<file path="src/rtl/cam_capture_rgb444.sv">
`default_nettype none
// ============================================================================
// Module : cam_capture_rgb444
// Brief  : OV7670 RGB565 byte-pair capture, converted to RGB444 writes into
//          a linear frame-buffer write port (camera pixel-clock domain).
// Rev    : 1.0
// ============================================================================
module cam_capture_rgb444 #(
  parameter int AW    = 15,
  parameter int DW    = 12,
  parameter int H_RES = 160,
  parameter int V_RES = 120
) (
  input  logic          clk,
  input  logic          reset,
  input  logic          enable,
  input  logic          vsync,
  input  logic          href,
  input  logic [7:0]    px_data,
  output logic [AW-1:0] mem_px_addr,
  output logic [DW-1:0] mem_px_data,
  output logic          px_wr,
  output logic          frame_done,
  output logic          frame_err,
  output logic          busy
);

  localparam int            CW     = AW + 1;
  localparam logic [CW-1:0] C_NPIX = CW'(H_RES * V_RES);

  typedef enum logic [1:0] {
    IDLE    = 2'd0,
    BYTE_HI = 2'd1,
    BYTE_LO = 2'd2
  } state_t;

  state_t        state_q, state_d;
  logic          vsync_q;
  logic          armed_q, armed_d;
  logic [CW-1:0] cnt_q, cnt_d;
  logic [6:0]    hi_q, hi_d;
  logic          err_q, err_d;
  logic [AW-1:0] addr_q, addr_d;
  logic [DW-1:0] data_q, data_d;
  logic          wr_q, wr_d;
  logic          done_q, done_d;
  logic          ferr_q, ferr_d;
  logic          frame_start;
  logic          frame_end;

  // vsync_q comes out of reset high, so a release in the middle of an active
  // frame would look like a falling edge; armed_q requires real blanking first.
  always_comb begin
    frame_start = vsync_q & ~vsync & armed_q;
    frame_end   = ~vsync_q & vsync;
    state_d     = state_q;
    armed_d     = armed_q | vsync;
    cnt_d       = cnt_q;
    hi_d        = hi_q;
    err_d       = err_q;
    addr_d      = addr_q;
    data_d      = data_q;
    wr_d        = 1'b0;
    done_d      = 1'b0;
    ferr_d      = 1'b0;
    unique case (state_q)
      IDLE: begin
        if (frame_start && enable) begin
          state_d = BYTE_HI;
          cnt_d   = '0;
          err_d   = 1'b0;
        end
      end
      BYTE_HI, BYTE_LO: begin
        if (frame_end) begin
          state_d = IDLE;
          done_d  = 1'b1;
          ferr_d  = err_q | (cnt_q != C_NPIX);
        end else if (state_q == BYTE_HI) begin
          if (href) begin
            hi_d    = {px_data[7:4], px_data[2:0]};
            state_d = BYTE_LO;
          end
        end else begin
          state_d = BYTE_HI;
          if (!href) begin
            err_d = 1'b1;
          end else if (cnt_q < C_NPIX) begin
            wr_d   = 1'b1;
            addr_d = cnt_q[AW-1:0];
            data_d = DW'({hi_q, px_data[7], px_data[4:1]});
            cnt_d  = cnt_q + 1'b1;
          end else begin
            err_d = 1'b1;
          end
        end
      end
      default: state_d = IDLE;
    endcase
  end

  always_ff @(posedge clk or negedge reset) begin
    if (!reset) begin
      state_q <= IDLE;
      vsync_q <= 1'b1;
      armed_q <= 1'b0;
      cnt_q   <= '0;
      hi_q    <= '0;
      err_q   <= 1'b0;
      addr_q  <= '0;
      data_q  <= '0;
      wr_q    <= 1'b0;
      done_q  <= 1'b0;
      ferr_q  <= 1'b0;
    end else begin
      state_q <= state_d;
      vsync_q <= vsync;
      armed_q <= armed_d;
      cnt_q   <= cnt_d;
      hi_q    <= hi_d;
      err_q   <= err_d;
      addr_q  <= addr_d;
      data_q  <= data_d;
      wr_q    <= wr_d;
      done_q  <= done_d;
      ferr_q  <= ferr_d;
    end
  end

  assign mem_px_addr = addr_q;
  assign mem_px_data = data_q;
  assign px_wr       = wr_q;
  assign frame_done  = done_q;
  assign frame_err   = ferr_q;
  assign busy        = (state_q != IDLE);

endmodule
`default_nettype wire

</file>
<file path="config.mk">
export PLATFORM = sky130hd
export DESIGN_NAME = cam_capture_rgb444
export DESIGN_NICKNAME = d
export VERILOG_FILES = /design/src/rtl/cam_capture_rgb444.sv
export SDC_FILE = /design/constraint.sdc
export NUM_CORES = 1
export LEC_CHECK = 0
export BUFFER_PORTS_ARGS = -buffer_cell sky130_fd_sc_hd__buf_2
export CORE_MARGIN = 1.5
export CORE_UTILIZATION = 25
export DETAILED_ROUTE_END_ITERATION = 8
export PLACE_DENSITY = 0.43
export SKIP_LAST_GASP = 1
export SLEW_MARGIN = 10
export SYNTH_ARGS = -nofsm -noshare
export SYNTH_HDL_FRONTEND = slang
export SYNTH_SLANG_ARGS = --single-unit
export TNS_END_PERCENT = 20
</file>
<file path="constraint.sdc">
create_clock -name clk -period 1.8 [get_ports clk]
set_input_delay 0.36 -clock clk [delete_from_list [all_inputs] [get_ports clk]]
set_output_delay 0.36 -clock clk [all_outputs]
set_load 0.02 [all_outputs]
</file>
==> impl_summary.log <==
INFO  metric outcome = complete, but fails checks
INFO  metric violated_checks = negative setup slack
INFO  metric dieArea = between 10000 and 15000 um2
INFO  metric postSynthRegisterBits = between 50 and 60
INFO  metric grt_use_met2 = 0.189
INFO  metric dieWidth = between 100 and 150 um
INFO  metric detailed_place_hpwl = 4.57 mm
INFO  metric maxCapViolations = 0
INFO  metric syn-instance-count = approximately 220
INFO  metric core.rowCount = 37
INFO  metric worst_hold_path_type = input pin to async pin
INFO  metric global_route.usage.total = 0.126
INFO  metric max_stage_delay = 0.56 ns
INFO  metric worst_slew_margin_rel = 0.742
INFO  metric ys_warn_count = 0
INFO  metric clk_pin_slew = 0.07 ns
INFO  metric category_of_cells_accounting_for_the_largest_share_of_critical_path_delay = simple AND/OR/NAND/NOR gates
INFO  metric top_usage_layer = met2
INFO  metric number_of_enable_flip_flop_cells_after_synthesis = 0
INFO  metric timing.critical_path.from_type = flip-flop
INFO  metric max_slew.worst_pin.slew = 0.387 ns
INFO  metric cp_data_required_time = 2.02 ns
INFO  metric rr_startpoint = cnt_q[12]
INFO  metric clock_skew = 0.00655 ns
INFO  metric timing.critical_path.fanout_max = 7
INFO  metric final-setup-viol-count = 28
INFO  metric fraction_of_final_layout_cells_with_drive_strength_greater_than_1 = 0.506
INFO  metric crit_chain = or4b_4, a2bb2oi_4, nand3_4, buf_12, mux2_4
INFO  metric cp.arrival = 2.10 ns
INFO  metric path_class = flip-flop to flip-flop
INFO  metric layout_min_cycle_time = roughly 1.9 ns
INFO  metric ioPinCount = between 40 and 50
INFO  metric insertion_delay = roughly 0.34 ns
INFO  metric grt_pass1_wl = 11.2 mm
INFO  metric final.period_utilization = 1.05
INFO  metric cts_root_buf = clkbuf_8
INFO  metric drv_slew = 0
INFO  metric syn-cell-area = 2720 um2
INFO  metric post_drt_via_cell_ratio = between 4 and 5
INFO  metric routedWlPerCell = approximately 14 um
INFO  metric yosys.cell_types.count = 51
INFO  metric worst_setup_path_startpoint = cnt_q[12]
INFO  metric overall_routed_net_length = approximately 6.6 mm
INFO  metric buffers_inverters_on_critical_path = 1
INFO  metric final_instance_area = between 3000 and 4000 um2
INFO  metric yosys-top-cells-area = dfrtp_1 (52%), mux2_4 (11%), mux2_2 (3.7%)
INFO  metric synthArstFlopShare = 1.00
INFO  metric vias = 2091
INFO  metric post_cts_hold_buffer_count = 0
INFO  metric drt_first_pass_iters = 4
INFO  metric grt_overflow = 0
INFO  metric num_antenna_cells = 0
INFO  metric timing.critical_path.to_type = flip-flop
INFO  metric post-layout-total-power = 5.69 mW
INFO  metric top_area_cell_type_share_of_the_netlist_area = 0.525
INFO  metric synth_most_common_cell = dfrtp_1
INFO  metric place_area = about 3400 um2
INFO  metric fin_util = 0.368
INFO  metric num-fill-cells = ~1000
INFO  metric post_synth_most_frequent_cells = dfrtp_1 (57), mux2_4 (20), nand2_1 (20)
INFO  metric p_leak = approximately 1.9 nW
INFO  metric portBuffers = 43
INFO  metric detailedRoute.firstIterationViolations = 96
INFO  metric synth_nets = 239
INFO  metric antenna_found_initial = 0
INFO  metric initial_core_utilization = 0.261
INFO  metric cts_inserted_buffers = 9
INFO  metric pwr_density_cell = between 1000 and 1500 nW/um2
INFO  metric synth.avg_cell_area = about 12 um2
INFO  metric grt_start_max_net_pins = just under 60
INFO  metric clockBufferDepth = 2
INFO  metric tritoncts = yes
INFO  metric grt.met3_usage = 0.0393
INFO  metric design.core.area = 10400 um2
INFO  metric ys.flop_type = dfrtp_1
INFO  metric final_antenna_net_count = 0
INFO  metric h-tree-depth = 3
INFO  metric fmax = 0.532 GHz
INFO  metric final_critical_path_setup_slack = -0.0814 ns
INFO  metric routabilityCongestion = 0.765
INFO  metric timing_hold_violations_final = 0
INFO  metric area_growth_syn_to_layout = 41.1%
INFO  metric layout.nets = roughly 350
INFO  metric use_met1 = 0.175
INFO  metric timing.critical_path.slowest_stage_cell = or4b_4
INFO  metric vias_in_the_first_global_route = about 2200
INFO  metric max_ir_drop_vdd = around 0.58 mV
INFO  metric synth_sequential_area_ratio = 0.534
INFO  metric cts.sinks = between 50 and 60
INFO  metric grt_setup_unrepaired = yes
INFO  metric dieHeight = about 110 um
INFO  metric drt_drc_violations_left = 0
INFO  metric netlist.top_cell.by_area = dfrtp_1
flip-flops by register name, summed over array words and instances, names as in the netlist:
signal       flops
err_q            1
frame_err        1
vsync_q          1
px_wr            1
cnt_q           16
mem_px_addr     15
hi_q             7
frame_done       1
mem_px_data     12
armed_q          1
state_q          2
power breakdown:
group / switching, mW / internal [mW]
sequential: 0.221 / 1.71
clock: 0.535 / 0.713
combinational: 1.21 / 1.30
total: 1.97 / 3.72
worst reg2reg max path: stages, from the launching register on:
cell,delay (ns)
dfrtp_1,0.38
or4b_4,0.56
a2bb2oi_4,0.18
nand3_4,0.18
buf_12,0.17
mux2_4,0.30
cells in the final DEF (no fill, tap or decap), drive strengths merged, types with 3 or more instances in the layout:
cell type and instances:
or4 4, nor2 7, nand3 19, nor4 3, dfrtp 57, clkbuf 12, ha 5, nand2 22
a21oi 3, o21ai 14, buf 101, inv 12, mux2 30, or3 3
routing by layer:
metal | share of wire | routed length [um]
met1 | 0.51 | 3360
met2 | 0.43 | 2850
met3 | 0.048 | 318
met4 | 0.0097 | 64
met5 | 0 | 0
kinds of logic after synthesis:
kind of cell,count (synthesis),synth area share
simple gates,74,0.151
flops,58,0.534
compound gates,33,0.0893
fa+ha+maj,5,0.0230
buf+inv,19,0.0437
mux,31,0.156
xor+xnor,1,0.00322
repair_timing:
| action | CTS | global route |
|---|---|---|
| setup endpoints to repair | 42 | 45 |
| pin swaps | 7 | 4 |
| gates resized for setup | 12 | 9 |
| endpoints found under the hold margin | 0 | 0 |
| buffers inserted | 11 | 2 |
| cloned | 2 | 0 |
per-stage QoR:
stage          cells  setup slack (ns)  hold slack (ns)  TNS, ns
2_1_floorplan    221          0.000395           0.0644        0
3_3_place_gp     437            -0.114            0.398    -1.91
3_5_place_dp     437            -0.126            0.394    -2.44
4_1_cts          466           -0.0868           0.0323    -2.13
5_1_grt          468            -0.159           0.0354    -4.32
6_report         468           -0.0814           0.0240    -1.65
path summary, 6_finish.rpt:
check | endpoint | slack [ns] | depth (start not counted)
min in group clk | vsync_q | 0.15 | 1
setup / recovery | mem_px_addr[2] | -0.08 | 5
hold reg to reg | mem_px_addr[1] | 0.48 | 2
setup reg to reg | mem_px_addr[2] | -0.08 | 5
max in group asynchronous | vsync_q | 1.47 | 2
hold / removal | mem_px_data[8] | 0.02 | 2
cell type report:
cell class	instances	area (um2)	area share
Sequential cell	58	1450	0.379
Multi-Input combinational cell	145	1230	0.321
Timing Repair Buffer	101	734	0.191
Tap cell	136	170	0.0443
Clock buffer	12	155	0.0404
Clock inverter	4	50.0	0.0130
Inverter	12	45.0	0.0117
(Power assumes the default switching activity.)
